===== config.mk =====
export PLATFORM = sky130hd
export DESIGN_NAME = mu0_sequencer
export DESIGN_NICKNAME = d
export VERILOG_FILES = /design/src/rtl/mu0_pkg.sv /design/src/rtl/mu0_op_decode.sv /design/src/rtl/mu0_sequencer.sv
export SDC_FILE = /design/constraint.sdc
export NUM_CORES = 1
export LEC_CHECK = 0
export CAP_MARGIN = 20
export CORE_MARGIN = 5
export CORE_UTILIZATION = 30
export DETAILED_ROUTE_END_ITERATION = 10
export GPL_ROUTABILITY_DRIVEN = 1
export HOLD_SLACK_MARGIN = 0.03
export SLEW_MARGIN = 20
export SYNTH_ARGS = -nofsm -noshare
export SYNTH_HDL_FRONTEND = slang
export SYNTH_SLANG_ARGS = --single-unit

===== constraint.sdc =====
create_clock -name clk -period 3.2 [get_ports clk]
set_input_delay 0.96 -clock clk [delete_from_list [all_inputs] [get_ports clk]]
set_output_delay 0.96 -clock clk [all_outputs]
set_load 0.02 [all_outputs]

===== src/rtl/mu0_pkg.sv =====
// Shared definitions for the MU0 control path: opcodes, sequencer states, defaults.
package mu0_pkg;

   localparam int CNT_W_DEF = 16;

   localparam logic [3:0] OP_LDA = 4'h0;
   localparam logic [3:0] OP_STA = 4'h1;
   localparam logic [3:0] OP_ADD = 4'h2;
   localparam logic [3:0] OP_SUB = 4'h3;
   localparam logic [3:0] OP_JMP = 4'h4;
   localparam logic [3:0] OP_JMI = 4'h5;
   localparam logic [3:0] OP_JEQ = 4'h6;
   localparam logic [3:0] OP_STP = 4'h7;
   localparam logic [3:0] OP_LDI = 4'h8;
   localparam logic [3:0] OP_LSL = 4'h9;
   localparam logic [3:0] OP_LSR = 4'hA;

   typedef enum logic [2:0] {
      S_IDLE,
      S_FETCH,
      S_EXEC1,
      S_EXEC2,
      S_WRITE,
      S_HALT
   } seq_state_t;

endpackage


===== src/rtl/mu0_op_decode.sv =====
// Opcode classification on ir[15:12]; also used by the ALU to spot MU0-format ops.
module mu0_op_decode
   import mu0_pkg::*;
(
   input  logic [3:0] op,
   output logic       two_phase,
   output logic       is_store,
   output logic       is_stop,
   output logic       is_mu0
);

   // Codes B-F are ARM-format ALU ops, everything at or below LSR is MU0.
   assign is_mu0    = (op <= OP_LSR);
   assign two_phase = (op == OP_LDA) || (op == OP_ADD) || (op == OP_SUB);
   assign is_store  = (op == OP_STA);
   assign is_stop   = (op == OP_STP);

endmodule


===== src/rtl/mu0_sequencer.sv =====
// MU0 instruction sequencer: fetch / exec1 / exec2 / write with memory req-ack,
// per-instruction skip (squash) latch, sticky halt and a saturating retire counter.
module mu0_sequencer
   import mu0_pkg::*;
#(
   parameter int CNT_W = CNT_W_DEF
)(
   input  logic             clk,
   input  logic             resetn,
   input  logic             run,
   input  logic [15:0]      ir,
   input  logic             skipstatus,
   input  logic             mem_ack,
   output logic             mem_req,
   output logic             mem_we,
   output logic             ir_en,
   output logic             pc_en,
   output logic             exec1,
   output logic             exec2,
   output logic             squash,
   output logic             halted,
   output logic [CNT_W-1:0] instr_count
);

   seq_state_t       state, state_nx, boundary_nx;
   logic             squash_q, halted_q;
   logic [CNT_W-1:0] cnt_q;
   logic             two_phase, is_store, is_stop, is_mu0;
   logic             fetch_entry;
   logic             ir_unused;

   // Only the opcode field matters to sequencing.
   assign ir_unused = ^ir[11:0];

   mu0_op_decode u_dec (
      .op        (ir[15:12]),
      .two_phase (two_phase),
      .is_store  (is_store),
      .is_stop   (is_stop),
      .is_mu0    (is_mu0)
   );

   // Where an instruction goes once it is finished: next fetch or park in IDLE.
   assign boundary_nx = run ? S_FETCH : S_IDLE;
   assign fetch_entry = (state_nx == S_FETCH) && (state != S_FETCH);

   // State register.
   always_ff @(posedge clk) begin
      if (!resetn) state <= S_IDLE;
      else         state <= state_nx;
   end

   // Next state and Moore outputs; ir_en/pc_en/exec2 are qualified by mem_ack.
   always_comb begin
      state_nx = state;
      mem_req  = 1'b0;
      mem_we   = 1'b0;
      ir_en    = 1'b0;
      pc_en    = 1'b0;
      exec1    = 1'b0;
      exec2    = 1'b0;
      case (state)
         S_IDLE: begin
            if (run) state_nx = S_FETCH;
         end
         S_FETCH: begin
            mem_req = 1'b1;
            if (mem_ack) begin
               ir_en    = 1'b1;
               pc_en    = 1'b1;
               state_nx = S_EXEC1;
            end
         end
         S_EXEC1: begin
            exec1 = 1'b1;
            // A squashed LDA/ADD/SUB still takes EXEC2 so the ALU can clear SKIP.
            if (!is_mu0)                     state_nx = boundary_nx;
            else if (two_phase)              state_nx = S_EXEC2;
            else if (is_store && !squash_q)  state_nx = S_WRITE;
            else if (is_stop && !squash_q)   state_nx = S_HALT;
            else                             state_nx = boundary_nx;
         end
         S_EXEC2: begin
            mem_req = !squash_q;
            exec2   = squash_q || mem_ack;
            if (squash_q || mem_ack) state_nx = boundary_nx;
         end
         S_WRITE: begin
            mem_req = 1'b1;
            mem_we  = 1'b1;
            if (mem_ack) state_nx = boundary_nx;
         end
         S_HALT: begin
            state_nx = S_HALT;
         end
         default: state_nx = S_IDLE;
      endcase
   end

   // Squash latches SKIP at fetch completion and is clear outside an instruction.
   always_ff @(posedge clk) begin
      if (!resetn || fetch_entry || state_nx == S_IDLE) squash_q <= 1'b0;
      else if (state == S_FETCH && mem_ack)             squash_q <= skipstatus;
   end

   // Sticky halt, set as an unsquashed STP leaves EXEC1.
   always_ff @(posedge clk) begin
      if (!resetn)                                                   halted_q <= 1'b0;
      else if (state == S_EXEC1 && is_mu0 && is_stop && !squash_q)   halted_q <= 1'b1;
   end

   // Retired-instruction counter, saturating at all-ones.
   always_ff @(posedge clk) begin
      if (!resetn)
         cnt_q <= '0;
      else if (state == S_EXEC1 && !squash_q && cnt_q != '1)
         cnt_q <= cnt_q + {{(CNT_W-1){1'b0}}, 1'b1};
   end

   assign squash      = squash_q;
   assign halted      = halted_q;
   assign instr_count = cnt_q;

endmodule


# Yosys cells after proc, flatten, opt, wreduce, memory -nomap -nowiden
# Index checks and enable logic that the tools add are counted.
# word_totals
inputBits	21
out_inout_bits	24
wordCells	54
regBits	21
# op_classes
reduce_logical	20
add_sub_neg	1
muxes	16
order_cmp	1
n_eq_ne	12
# ops
operator	n
3-bit two-way mux	8
3-bit case mux with 6 select lines	1
16-bit by 1-bit adder with 16-bit output, second input constant	1
16-bit inequality test, second input constant	1
1-bit logical AND	9
4-bit by 2-bit == test with 1-bit output, second input constant	2
3-bit by 1-bit == test with 1-bit output, second input constant	2
3-bit by 2-bit == test with 1-bit output, second input constant	2
3-bit == test, second input constant	2
3-bit zero test	2
1-bit two-way mux	6
1-bit logical OR	5
4-bit by 1-bit == test with 1-bit output, second input constant	1
4-bit by 3-bit == test with 1-bit output, second input constant	1
4-bit <= comparator, second input constant	1
4-bit zero test	1
3-bit by 1-bit inequality test with 1-bit output, second input constant	1
1-bit zero test	2
1-bit case mux with 2 select lines	1
2-bit OR reduction	1

# Logic depth before layout (Yosys ltp)
# Gate-level depths: netlist (run 1).
# depth
depth_word	11
ltp_mapped	6
mapped_depth_nobuf	5

# Hierarchy
# Synthesis (run 1) repeated with hierarchy kept, for this count alone.
# unflattened
cells_unflattened	145
area_unflattened_um2	1188.6
# by_module_without_submodules
mod	seq_area_each_um2	cells_per_inst	area_per_inst_um2	n_inst
mu0_sequencer	420.4	139	1141.1	1
mu0_op_decode	0.0	6	47.5	1

# Least setup slack after synthesis (run 1)
# Ideal clock, no wire load.
# synth_timing
path_type	in2out
start	input port mem_ack
end	output port pc_en
path_buffers	1
t_required_ns	2.240
arrival_ns	1.907
path_stages	2
path_slack_ns	0.333
path_cell_list	nor3b_1 buf_4
# synth_between
elab_chain_len	2
# synth_rtl
element	line	text
start: declaration	mu0_sequencer.sv:13	input logic mem_ack,
1-bit two-way mux	mu0_sequencer.sv:68	if (mem_ack) begin
1-bit two-way mux	mu0_sequencer.sv:62	case (state)
end: declaration	mu0_sequencer.sv:17	output logic pc_en,
# No other way between the ends.

# Worst setup path after layout (run 1)
# layout_timing
start	input port mem_ack
end	output port exec2
# layout_between
elab_chain_len	2
# layout_rtl
element	line	text
1-bit logical OR	mu0_sequencer.sv:85	exec2 = squash_q || mem_ack;
1-bit two-way mux	mu0_sequencer.sv:62	
end: declaration	mu0_sequencer.sv:19	output logic exec2,
# No other way between the ends.

==> flow_summary.toml, run 1 <==
[outcome]
status = "finished, final reports clean"

[power_and_ir_drop]
combPwrFrac_pct = 13.6
leakagePower_nw = 0.5522
irDropWorstVdd_uv = 147.0
switching_power_mw = 0.1304
power_density_nw_per_um2 = 321.2
seqPwrFrac_pct = 52.1
p_int_mw = 0.3881
p_sw_share_pct = 25.15
pwr-share-clk_pct = 34.3

[place]
port_buffers = 32
dpl-instance-area_um2 = 1568
dp_hpwl_mm = 2.289
gp_congestion = 0.8364

[routing]
drt_pass1_iterations = 4
wl_per_cell_um = 13.16
drcViolationCount = 0
viasPerCell = 5.401
wl_mm = 2.988
drtIter0Drc = 44
final_antenna_net_count = 0
vias = 1226

[critical_path]
worstPathMaxFanout = 3
r2r_setup_slack_ns = 0.90
endpoint_kind = "output port"
start_kind = "input pin"
critPathRequiredTime_ns = 2.24
crit_arrival_ns = 2.05
crit_type = "input pin to output port"

[sta]
fin_crit_sh_pct = 94.19
setup_viol = 0
hold_viol = 0
hold_ws_ns = 0.4817
maxSlewViolCount = 0
worst_slew_pin_slew_ns = 0.6272
fmax_mhz = 331.8
rsz0062_at_grt = "no"
fin_skew_ns = 0.001444
period_minus_slack_ns = 3.014
max_slew_margin_pct = 57.86

[floorplan]
fp.dieH_um = 72.65
core_area_um2 = 3744
die-area_um2 = 5277
fp.dieW_um = 72.65
pin_count = 45
initial_utilization_pct = 31.45
fp-row-count = 22

[yosys]
synth_top_area_cell = "dfxtp_1"
yosys_register_bits = 21
ys_seq_area_share_pct = 35.71
syn_area_per_cell_um2 = 8.176
synth_edf_count = 0
synth_area_leaders = "dfxtp_1 36%, mux2i_1 6.8%, nand2b_1 5.8%"
synth_common_cells = "21 x dfxtp_1, 13 x a21oi_1, 11 x nand2b_1"
synth.distinct_cells = 38
synthCells = 144
synth_fp_nets = 166
yosysMostFrequentCell = "dfxtp_1"
synth_area_um2 = 1177
synth_top_area_share_pct = 35.71
synth_flop_cell = "dfxtp_1"
ys.warnings.count = 0
async_flop_share_pct = 0

[flow_run]
drv_cap = 0

[global_route]
track_usage_pct = 12.08
grt_max_degree = 19
grt_pass1_vias = 1252
grt_pass1_wl_mm = 5.285
antenna_found_initial = 0
grt-ovfl-total = 0

[clocking]
cts_tree = "yes"
clockBufferDepth = 2
path_clk_slew_ns = 0.08
cts_post_setup_buffers_inserted = 0
clkSinkCount = 21
ctsHoldBuffers = 0
clockRootBuffer = "clkbuf_8"
cts_inserted_buffers = 3
htree_levels = 1
clk_latency_ns = 0.26

[finish]
drive_above_1_share_pct = 7.263
fin_nets = 202
fillers = 383
num_antenna_cells = 0
syn_to_final_growth_pct = 37.09
design_area_um2 = 1614

[worst_hold_path]
hold_class = "register to register"
-- final timing paths --
kind,from,end,depth (start not counted)
max,mem_ack,exec2,4
min,halted$_SDFFE_PN0P_,halted$_SDFFE_PN0P_,2
max reg2reg,state[1]$_SDFF_PN0_,instr_count[12]$_SDFFE_PN0P_,4
min reg2reg,halted$_SDFFE_PN0P_,halted$_SDFFE_PN0P_,2
-- power groups by stage --
stage               combinational [mW]  clock (mW)  sequential [mW]
detailed placement              0.0721           0            0.276
global placement                0.0704           0            0.276
floorplan                       0.0394           0            0.275
finish                          0.0707       0.178            0.270
CTS                             0.0715       0.182            0.270
global route                    0.0782       0.192            0.271
-- timing repair --
action	4_1_cts	5_1_grt
resized for setup	4	0
endpoints found under the hold margin	0	0
setup endpoints to repair	3	0
-- critical path, stage by stage --
cell and delay [ns]:
clkdlybuf4s50_1 0.49, nor2_1 0.06, nor3b_1 0.18, dlygate4sd2_1 0.35
-- per-layer routing --
metal | part of all wire (%) | GRT usage (%)
met1 | 45 | 13.84
met2 | 48 | 21.74
met3 | 5.9 | 2.893
met4 | 1.7 | 4.098
met5 | 0 | 0
-- per-stage QoR --
step	util [%]	setup WS [ns]	power, mW	std cells	TNS, ns
detailed placement	41.88	-0.2363	0.3481	223	-0.5621
CTS	43.11	0.1817	0.5233	227	0
global placement	41.88	-0.1941	0.3462	223	-0.4861
floorplan	-	0.3326	0.3143	144	0
global route	43.11	0.09749	0.5409	227	0
finish	43.11	0.1860	0.5185	227	0
-- state kept, by name, indices dropped and copies added (netlist names) --
signal	flops
instr_count	16
squash	1
halted	1
state	3
-- cell families after synthesis --
kind of cell | Yosys count | synth area share (%)
xor gates and xnor gates | 1 | 0.7440
adders and majority gates | 1 | 1.063
and+or+nand+nor | 69 | 34.43
AOI/OAI and AO/OA | 33 | 17.32
muxes | 8 | 6.802
buffers and inverters | 11 | 3.931
DFF | 21 | 35.71
-- final cells by class --
cell class | count | area [µm²] | share of cell area (%)
inverters | 5 | 18.77 | 1.163
multi-input cells | 112 | 715.7 | 44.34
flip-flops and latches | 21 | 420.4 | 26.05
repair buffers | 37 | 354.1 | 21.94
well taps | 48 | 60.06 | 3.721
clock buffers | 4 | 45.04 | 2.791
-- layout by cell type (no fill, tap or decap), drive strengths merged, types with 2 or more instances in the layout --
master,count
nor3,2
or2,2
clkdlybuf4s50,29
o21ai,6
nand2,10
or4,4
a21oi,13
o31ai,4
nand3,7
nor3b,4
clkbuf,4
nor2,6
dfxtp,21
inv,4
dlygate4sd2,3
nand2b,11
and3,4
buf,5
mux2i,8
or3,3
nor4,4
a31oi,3
nand4,7
No activity file was read; power rests on OpenSTA's default activity.
==> run 2: changes to the inputs <==
- CELL_PAD_IN_SITES_DETAIL_PLACEMENT: default -> 1
- CELL_PAD_IN_SITES_GLOBAL_PLACEMENT: default -> 2
- CORE_UTILIZATION: 30 -> 26
- PLACE_DENSITY_LB_ADDON: default -> 0.1
==> run 2 against run 1 <==
  * Global-route usage shrank 0.24 points
  * Critical path depth is the same
  * Power grew 0.20%
  * Sequential power is essentially flat
  * Register-to-register slack lost 0.02 ns
  * Fmax shrank 0.77%
  * Largest cell class unchanged
  * Core utilization shrank 6.2 points
  * Combinational power grew 3.0%
  * Sequential share of layout area shrank 0.080 points
==> flow_summary.toml, run 2 (synthesis results as in run 1) <==
[routing]
vias = 1236
final_antenna_net_count = 0
drt_pass1_iterations = 4
wl_mm = 3.528
drtIter0Drc = 32
viasPerCell = 5.351
wl_per_cell_um = 15.27
drcViolationCount = 0

[clocking]
cts_post_setup_buffers_inserted = 0
ctsHoldBuffers = 0
clkSinkCount = 21
clockRootBuffer = "clkbuf_8"
cts_tree = "yes"
clockBufferDepth = 2
htree_levels = 1
clk_latency_ns = 0.26
cts_inserted_buffers = 3
path_clk_slew_ns = 0.08
cts_resized = 3

[critical_path]
r2r_start = "state[1]$_SDFF_PN0_"
crit_path_top_delay_cell = "clkdlybuf4s50_1"
r2r_cells = 4
cpPeakStageDelay_ns = 0.50
r2r_setup_slack_ns = 0.88
r2r_end = "instr_count[12]$_SDFFE_PN0P_"
critPathRequiredTime_ns = 2.24
worstPathCellList = "clkdlybuf4s50_1, nor2_1, nor3b_1, dlygate4sd2_1"
worstPathMaxFanout = 3
crit_type = "input pin to output port"
endpoint_kind = "output port"
start_kind = "input pin"
crit_arrival_ns = 2.08

[finish]
syn_to_final_growth_pct = 37.51
fillers = 533
largest_register_ff_count = 16
layout_common_cells = "29 x clkdlybuf4s50_1, 21 x dfxtp_1, 13 x a21oi_1"
drive_above_1_share_pct = 7.263
fin_nets = 202
final_common_cell = "clkdlybuf4s50_1"
design_area_um2 = 1619
num_antenna_cells = 0

[power_and_ir_drop]
leakagePower_nw = 0.5522
power_density_nw_per_um2 = 320.9
irDropWorstVdd_uv = 210.1

[floorplan]
fp-row-count = 24
core_area_um2 = 4384
pin_count = 45
fp.dieH_um = 77.30
initial_utilization_pct = 26.86
die-area_um2 = 5975
fp.dieW_um = 77.30

[place]
gp_congestion = 0.8100
dp_hpwl_mm = 2.624
port_buffers = 32
dpl-instance-area_um2 = 1573

[worst_hold_path]
hold_class = "register to register"
hold_end = "instr_count[7]$_SDFFE_PN0P_"
hp-start = "instr_count[7]$_SDFFE_PN0P_"
hold_depth = 2

[sta]
fin_crit_sh_pct = 94.91
maxSlewViolCount = 0
fin_skew_ns = 0.001674
max_slew_margin_pct = 61.61
worst_slew_pin_slew_ns = 0.5715
rsz0062_at_grt = "no"
period_minus_slack_ns = 3.037
hold_ws_ns = 0.4889
hold_viol = 0
setup_viol = 0
fmax_mhz = 329.2

[global_route]
track_usage_pct = 11.84
grt_pass1_vias = 1207
grt-ovfl-total = 0
grt_pass1_wl_mm = 5.865
antenna_found_initial = 0
grt_max_degree = 18

[flow_run]
drv_cap = 0

[outcome]
status = "finished, final reports clean"
[run 2: cell counts in the layout (fill, tap and decap cells not counted)]
Identical to the previous run, type by type.
[run 2: how the worst max path moves through the flow]
stage,startpoint,to,slack (ns)
global route,mem_ack,ir_en,0.13
CTS,mem_ack,ir_en,0.08
floorplan,mem_ack,pc_en,0.33
global placement,mem_ack,pc_en,-0.17
detailed placement,mem_ack,ir_en,-0.23
finish,mem_ack,exec2,0.16
[run 2: layer usage]
layer	track usage [%]	part of all wire, %
met1	15.13	47
met2	19.61	48
met3	3.981	4.2
met4	1.718	0.43
met5	0	0
[run 2: area by class of cell]
class / count / area, µm² / share of cell area [%]
multi-input combinational: 112 / 715.7 / 44.20
sequential: 21 / 420.4 / 25.97
timing repair buffer: 37 / 354.1 / 21.87
tap: 52 / 65.06 / 4.019
clock buffer: 4 / 45.04 / 2.782
inverter: 5 / 18.77 / 1.159
[run 2: critical path: cells and delay by family]
kind | cells | cell delay (ns)
buf+inv | 2 | 0.86
simple gates | 2 | 0.25
[run 2: power breakdown]
part / internal (mW) / switching [mW]
clock: 0.0887 / 0.0877
combinational: 0.0349 / 0.0379
sequential: 0.264 / 0.00591
total: 0.388 / 0.131
[run 2: metrics by stage]
step,std cells,setup TNS [ns],util [%],setup slack [ns],power (mW)
after floorplan,144,0,-,0.3326,0.3143
after CTS,231,0,36.82,0.08419,0.5271
after global routing,231,0,36.93,0.1264,0.5516
final,231,0,36.93,0.1628,0.5195
after global placement,227,-0.4499,35.87,-0.1742,0.3479
after detailed placement,227,-0.5899,35.87,-0.2268,0.3509
